`src/rtl/cgra_pkg.sv`:
```
// Shared definitions for the CGRA BRAM controller: run FSM encoding, byte-offset
// shift helper and the cycle-counter saturation value.
package cgra_pkg;

  // Run FSM states.
  typedef enum logic [1:0] {
    StIdle  = 2'd0,
    StStart = 2'd1,
    StRun   = 2'd2,
    StDone  = 2'd3
  } run_state_e;

  // Cycle_Count sticks at this value instead of wrapping.
  localparam logic [31:0] CycleCountSat = 32'hFFFF_FFFF;

  // Word-to-byte address shift: log2 of the byte lanes per word.
  function automatic int unsigned byte_shift(input int unsigned byte_len);
    return $clog2(byte_len);
  endfunction

endpackage

```
`src/rtl/bram_port_pipe.sv`:
```
// One load/store channel between the PE array and a BRAM port. Address, write
// enable and store data are registered on the way out; load data is registered
// on the way back. Enables are only driven while the run is active.
module bram_port_pipe
  import cgra_pkg::*;
#(
  parameter int unsigned SYS_DWIDTH = 32,
  parameter int unsigned BYTE_LEN   = 4,
  parameter int unsigned AWIDTH     = 10
) (
  input  logic                  i_clk,
  input  logic                  i_rst_n,
  input  logic                  i_active,
  input  logic [AWIDTH-1:0]     i_addr,
  input  logic                  i_wr,
  input  logic [SYS_DWIDTH-1:0] i_store_data,
  output logic [SYS_DWIDTH-1:0] o_load_data,
  output logic                  o_bram_en,
  output logic [BYTE_LEN-1:0]   o_bram_wen,
  output logic [SYS_DWIDTH-1:0] o_bram_addr,
  output logic [SYS_DWIDTH-1:0] o_bram_wdata,
  input  logic [SYS_DWIDTH-1:0] i_bram_rdata
);

  localparam int unsigned ByteShift = byte_shift(BYTE_LEN);

  logic [SYS_DWIDTH-1:0] w_byte_addr;
  logic [SYS_DWIDTH-1:0] r_addr;
  logic [SYS_DWIDTH-1:0] r_wdata;
  logic [SYS_DWIDTH-1:0] r_load;
  logic [BYTE_LEN-1:0]   r_wen;
  logic                  r_en;

  assign w_byte_addr = SYS_DWIDTH'(i_addr) << ByteShift;

  // Channel registers; address and store data hold while the run is inactive.
  always_ff @(posedge i_clk or negedge i_rst_n) begin
    if (!i_rst_n) begin
      r_addr  <= '0;
      r_wdata <= '0;
      r_load  <= '0;
      r_wen   <= '0;
      r_en    <= 1'b0;
    end else begin
      r_en   <= i_active;
      r_wen  <= i_active ? {BYTE_LEN{i_wr}} : '0;
      r_load <= i_bram_rdata;
      if (i_active) begin
        r_addr  <= w_byte_addr;
        r_wdata <= i_store_data;
      end
    end
  end

  assign o_bram_en    = r_en;
  assign o_bram_wen   = r_wen;
  assign o_bram_addr  = r_addr;
  assign o_bram_wdata = r_wdata;
  assign o_load_data  = r_load;

endmodule

```
`src/rtl/cgra_bram_ctrl.sv`:
```
// Bridge between the SCGRA PE array and NUM_PORTS host-visible BRAM ports. Owns
// the software start/done handshake, a busy watchdog and a run-length counter.
module cgra_bram_ctrl
  import cgra_pkg::*;
#(
  parameter int unsigned SYS_DWIDTH     = 32,
  parameter int unsigned BYTE_LEN       = 4,
  parameter int unsigned NUM_PORTS      = 2,
  parameter int unsigned AWIDTH         = 10,
  parameter int unsigned TIMEOUT_CYCLES = 1048576
) (
  input  logic                             Clk,
  input  logic                             Resetn,
  input  logic                             Computation_Start,
  output logic                             Computation_Done,
  output logic                             Timeout,
  output logic [31:0]                      Cycle_Count,
  output logic                             PE_Array_Start,
  input  logic                             PE_Array_Busy,
  input  logic [NUM_PORTS*AWIDTH-1:0]      Cgra_Addr,
  input  logic [NUM_PORTS-1:0]             Cgra_Wr,
  input  logic [NUM_PORTS*SYS_DWIDTH-1:0]  Cgra_Store_Data,
  output logic [NUM_PORTS*SYS_DWIDTH-1:0]  Cgra_Load_Data,
  output logic [NUM_PORTS-1:0]             Bram_En,
  output logic [NUM_PORTS*BYTE_LEN-1:0]    Bram_Wen,
  output logic [NUM_PORTS*SYS_DWIDTH-1:0]  Bram_Addr,
  output logic [NUM_PORTS*SYS_DWIDTH-1:0]  Bram_Data_To_Bram,
  input  logic [NUM_PORTS*SYS_DWIDTH-1:0]  Bram_Data_From_Bram
);

  run_state_e  r_state;
  run_state_e  w_state_d;
  logic        r_start_q;
  logic        r_seen_busy;
  logic        r_timeout;
  logic [31:0] r_cycle_cnt;
  logic        w_start_edge;
  logic        w_watchdog;
  logic        w_busy_done;
  logic        w_active;

  assign w_start_edge = Computation_Start & ~r_start_q;
  assign w_watchdog   = (TIMEOUT_CYCLES != 0) && (r_cycle_cnt == 32'(TIMEOUT_CYCLES));
  assign w_busy_done  = r_seen_busy & ~PE_Array_Busy;
  assign w_active     = (r_state == StStart) || (r_state == StRun);

  // State register plus start history; history resets high so a start held
  // through reset is not mistaken for a new request.
  always_ff @(posedge Clk or negedge Resetn) begin
    if (!Resetn) begin
      r_state   <= StIdle;
      r_start_q <= 1'b1;
    end else begin
      r_state   <= w_state_d;
      r_start_q <= Computation_Start;
    end
  end

  // Next-state logic for the run handshake.
  always_comb begin
    w_state_d = r_state;
    unique case (r_state)
      StIdle:  if (w_start_edge) w_state_d = StStart;
      StStart: w_state_d = StRun;
      StRun:   if (w_busy_done || w_watchdog) w_state_d = StDone;
      StDone:  if (!Computation_Start) w_state_d = StIdle;
      default: w_state_d = StIdle;
    endcase
  end

  // Run bookkeeping: busy seen, watchdog flag and saturating RUN-cycle counter.
  // The cycle that leaves RUN is not counted.
  always_ff @(posedge Clk or negedge Resetn) begin
    if (!Resetn) begin
      r_seen_busy <= 1'b0;
      r_timeout   <= 1'b0;
      r_cycle_cnt <= '0;
    end else if (r_state == StIdle && w_start_edge) begin
      r_seen_busy <= 1'b0;
      r_timeout   <= 1'b0;
      r_cycle_cnt <= '0;
    end else if (r_state == StRun) begin
      if (PE_Array_Busy) r_seen_busy <= 1'b1;
      if (w_watchdog) r_timeout <= 1'b1;
      if (w_state_d == StRun && r_cycle_cnt != CycleCountSat) begin
        r_cycle_cnt <= r_cycle_cnt + 32'd1;
      end
    end
  end

  assign PE_Array_Start   = (r_state == StStart);
  assign Computation_Done = (r_state == StDone);
  assign Timeout          = r_timeout;
  assign Cycle_Count      = r_cycle_cnt;

  for (genvar gi = 0; gi < NUM_PORTS; gi++) begin : g_port
    bram_port_pipe #(
      .SYS_DWIDTH (SYS_DWIDTH),
      .BYTE_LEN   (BYTE_LEN),
      .AWIDTH     (AWIDTH)
    ) u_pipe (
      .i_clk        (Clk),
      .i_rst_n      (Resetn),
      .i_active     (w_active),
      .i_addr       (Cgra_Addr[gi*AWIDTH +: AWIDTH]),
      .i_wr         (Cgra_Wr[gi]),
      .i_store_data (Cgra_Store_Data[gi*SYS_DWIDTH +: SYS_DWIDTH]),
      .o_load_data  (Cgra_Load_Data[gi*SYS_DWIDTH +: SYS_DWIDTH]),
      .o_bram_en    (Bram_En[gi]),
      .o_bram_wen   (Bram_Wen[gi*BYTE_LEN +: BYTE_LEN]),
      .o_bram_addr  (Bram_Addr[gi*SYS_DWIDTH +: SYS_DWIDTH]),
      .o_bram_wdata (Bram_Data_To_Bram[gi*SYS_DWIDTH +: SYS_DWIDTH]),
      .i_bram_rdata (Bram_Data_From_Bram[gi*SYS_DWIDTH +: SYS_DWIDTH])
    );
  end

endmodule
```
`config.mk`:
```
export PLATFORM = sky130hd
export DESIGN_NAME = cgra_bram_ctrl
export DESIGN_NICKNAME = d
export VERILOG_FILES = /design/src/rtl/cgra_pkg.sv /design/src/rtl/bram_port_pipe.sv /design/src/rtl/cgra_bram_ctrl.sv
export SDC_FILE = /design/constraint.sdc
export NUM_CORES = 1
export LEC_CHECK = 0
export ABC_AREA = 1
export ABC_CLOCK_PERIOD_IN_PS = 2050
export CORE_AREA = 2 2 151 153
export CTS_BUF_LIST = sky130_fd_sc_hd__clkbuf_4 sky130_fd_sc_hd__clkbuf_8
export DETAILED_ROUTE_END_ITERATION = 12
export DIE_AREA = 0 0 153 155
export PLACE_DENSITY = 0.84
export SYNTH_ARGS = -nofsm -noshare
export SYNTH_HDL_FRONTEND = slang
export SYNTH_HIERARCHICAL = 1
export SYNTH_SLANG_ARGS = --single-unit
```
`constraint.sdc`:
```
create_clock -name Clk -period 2.05 [get_ports Clk]
set_input_delay 0.41 -clock Clk [delete_from_list [all_inputs] [get_ports Clk]]
set_output_delay 0.41 -clock Clk [all_outputs]
set_load 0.005 [all_outputs]
```
==> results.sh <==
export IMPL_path_depth=1
export IMPL_path_clk_slew_ps=110
export IMPL_drtIter0Drc=475
export IMPL_num_io_pins=391
export IMPL_cts_root_buf="clkbuf_8"
export IMPL_cts_inserted_buffers=17
export IMPL_status="finished clean"
export IMPL_drv_slew=0
export IMPL_synth_warnings=6
export IMPL_wl_per_cell_um=15.7
export IMPL_p_leak_nw=6.00
export IMPL_area_growth_pct=49.4
export IMPL_gp_congestion=0.906
export IMPL_finish_utilization_pct=55.5
export IMPL_worst_pin_slew_ps=551
export IMPL_port_buffer_count=346
export IMPL_num_nets_final=1462
export IMPL_first_pass_iters=5
export IMPL_top_layer="met4"
export IMPL_worstPathMaxFanout=6
export IMPL_tns_ps=0
export IMPL_finalWirelength_um=25200
export IMPL_start_kind="flip-flop"
export IMPL_clk_path_buf_depth=2
export IMPL_fin_area_um2=12300
export IMPL_final_cell_mix="nand2_1, clkdlybuf4s50_1, dfrtp_1, inv_1, nor2_1"
export IMPL_fin_crit_ps=1960
export IMPL_critPathBufInv=1
export IMPL_slew_headroom_pct=63.2
export IMPL_grt_use_total_pct=21.0
export IMPL_antenna_found_initial=4
export IMPL_finClkSkew_ps=18.7
export IMPL_antenna_left=0
export IMPL_drc=0
export IMPL_hold_viol_final=0
export IMPL_die_w_um=153
export IMPL_wl_met3_um=1830
export IMPL_dieArea_um2=23700
export IMPL_rsz0062_at_grt="false"
export IMPL_cap_violations=0
export IMPL_drive_gt1_share_pct=5.86
export IMPL_worstSkewPairLatency_ps=470
export IMPL_placed_area_um2=11900
export IMPL_worstHoldPathType="primary input to flip-flop"
export IMPL_start_util_pct=37.1
export IMPL_core_area_um2=22200
export IMPL_crit_family="buffers and inverters"
export IMPL_final_setup_viol_count=0
export IMPL_wl_met2_um=13300
export IMPL_synthCells=949
export IMPL_rows=55
export IMPL_cts_sinks=189
export IMPL_cts_tree="yes"
export IMPL_vias=7291
export IMPL_die_h_um=155
export IMPL_grt_pass1_wl_um=39100
export IMPL_final_common_cell="nand2_1"
export IMPL_clock_fmax_ghz=0.509
export IMPL_crit_chain="clkdlybuf4s50_1"
export IMPL_period_share_pct=95.8
export IMPL_peakVddDrop_mv=0.768
export IMPL_detail_route_vias_per_cell=4.55
export IMPL_path_class="flip-flop to output port"
export IMPL_min_path_cells=1
export IMPL_grt_max_degree=63
export IMPL_cp_data_required_time_ps=1640
export IMPL_ys_seq_area_share_pct=57.3
export IMPL_avgSynthCellArea_um2=8.70
export IMPL_grt_pass1_vias=7212
export IMPL_slowest_delay_ps=600
export IMPL_wl_met1_um=9460
export IMPL_slowest_stage="clkdlybuf4s50_1"
export IMPL_reg2reg_depth=10
export IMPL_power_density_nw_per_um2=1170
export IMPL_cts_htree_levels=4
export IMPL_dp_hpwl_um=19500
export IMPL_crit_arrival_ps=1550
export IMPL_ys_types=28
export IMPL_worst_setup_path_end_kind="output port"
export IMPL_syn_area_um2=8250
export IMPL_synth_seq_cells=189
export IMPL_overflow=0
-- worst register-to-register path, cell delays in order (launching register included) --
cell and delay, ps:
dfrtp_1 420, inv_2 70, buf_4 130, ha_1 230, nor3_1 280, nand2_2 110, nand2_1 110, nand3_2 140
buf_12 180, nand3_1 70, nand2_1 60
-- layer usage --
| layer | global-route usage, % | vias up |
|---|---|---|
| met1 | 24.4 | 3452 |
| met5 | 0 | - |
| met3 | 6.27 | 39 |
| met2 | 37.3 | 275 |
| li1 | - | 3525 |
| met4 | 7.14 | 0 |
-- cells in the mapped netlist --
cell / instances / area, um^2
nand2_1: 411 / 1540
dfrtp_1: 188 / 4700
inv_1: 75 / 282
nor2_1: 66 / 248
buf_4: 58 / 435
nand3_1: 51 / 255
nand4_1: 31 / 194
xor2_1: 15 / 131
buf_6: 11 / 124
ha_1: 7 / 87.6
buf_2: 6 / 30.0
clkbuf_1: 6 / 22.5
nor3_1: 3 / 15.0
o21ai_0: 3 / 15.0
a21oi_1: 2 / 10.0
buf_8: 2 / 30.0
conb_1: 2 / 7.51
inv_6: 2 / 17.5
a21oi_2: 1 / 8.76
dfstp_2: 1 / 26.3
inv_2: 1 / 3.75
nand2_2: 1 / 6.26
nand3_2: 1 / 10.0
nand4_2: 1 / 12.5
nor2_2: 1 / 6.26
nor2_4: 1 / 11.3
o21bai_1: 1 / 7.51
o31ai_1: 1 / 7.51
-- state kept, by name, summed over array words and instances, names as in the netlist --
register,cells
Cycle_Count,32
Timeout,1
g_port.u_pipe/o_bram_addr,20
g_port.u_pipe/o_bram_en,2
g_port.u_pipe/o_bram_wdata,64
g_port.u_pipe/o_bram_wen,2
g_port.u_pipe/o_load_data,64
r_seen_busy,1
r_start_q,1
r_state,2
-- metrics by stage --
| stage | worst slack [ps] | total power, mW | instances | hold WS, ps |
|---|---|---|---|---|
| final | 86.2 | 14.4 | 1602 | 365 |
| after detailed placement | 69.7 | 12.0 | 1562 | 450 |
| after global routing | 0.355 | 15.4 | 1602 | 324 |
| after floorplan | 352 | 8.95 | 991 | 114 |
| after global placement | 109 | 11.8 | 1562 | 448 |
| after CTS | 53.0 | 14.5 | 1595 | 328 |
-- cells by family after synthesis --
logic type	count (synthesis)	share of synthesized area [%]
AOI/OAI and AO/OA	8	0.591
xor gates and xnor gates	15	1.59
adders and majority gates	7	1.06
buffers and inverters	161	11.4
DFF	189	57.3
other	2	0.0910
and+or+nand+nor	567	27.9
-- report_power, final --
part	internal, mW	total [mW]	switching, mW
combinational	3.21	6.60	3.39
clock	0.925	2.47	1.55
sequential	4.79	5.35	0.565
total	8.92	14.4	5.50
-- layout make-up --
class	count	area [um^2]
inverter	78	303
timing repair buffer	374	3780
clock inverter	14	149
multi-input combinational	641	2760
clock buffer	18	241
tap	285	357
sequential	189	4730
fill	1988	9900
antenna	3	7.51
-- final timing paths --
kind,startpoint,endpoint,slack [ps]
worst max-delay path,Cycle_Count[24],Cycle_Count[24],90
worst min-delay path,Bram_Data_From_Bram[38],g_port[1].u_pipe/o_load_data[6],360
worst max register to register,r_state[0],Cycle_Count[5],150
worst min register to register,g_port[1].u_pipe/o_bram_wdata[14],g_port[1].u_pipe/o_bram_wdata[14],480
max in group asynchronous,Resetn,Cycle_Count[0],890
min in group asynchronous,Resetn,g_port[0].u_pipe/o_bram_wdata[10],480
-- repair_timing --
item / 4_1_cts / 5_1_grt
cloned: 0 / 0
setup endpoints to repair: 2 / 32
gates resized for setup: 3 / 6
pin swaps: 0 / 1
buffers inserted: 0 / 4
hold buffers: 1 / 0
endpoints found under the hold margin: 55 / 0
(Power assumes the default switching activity.)
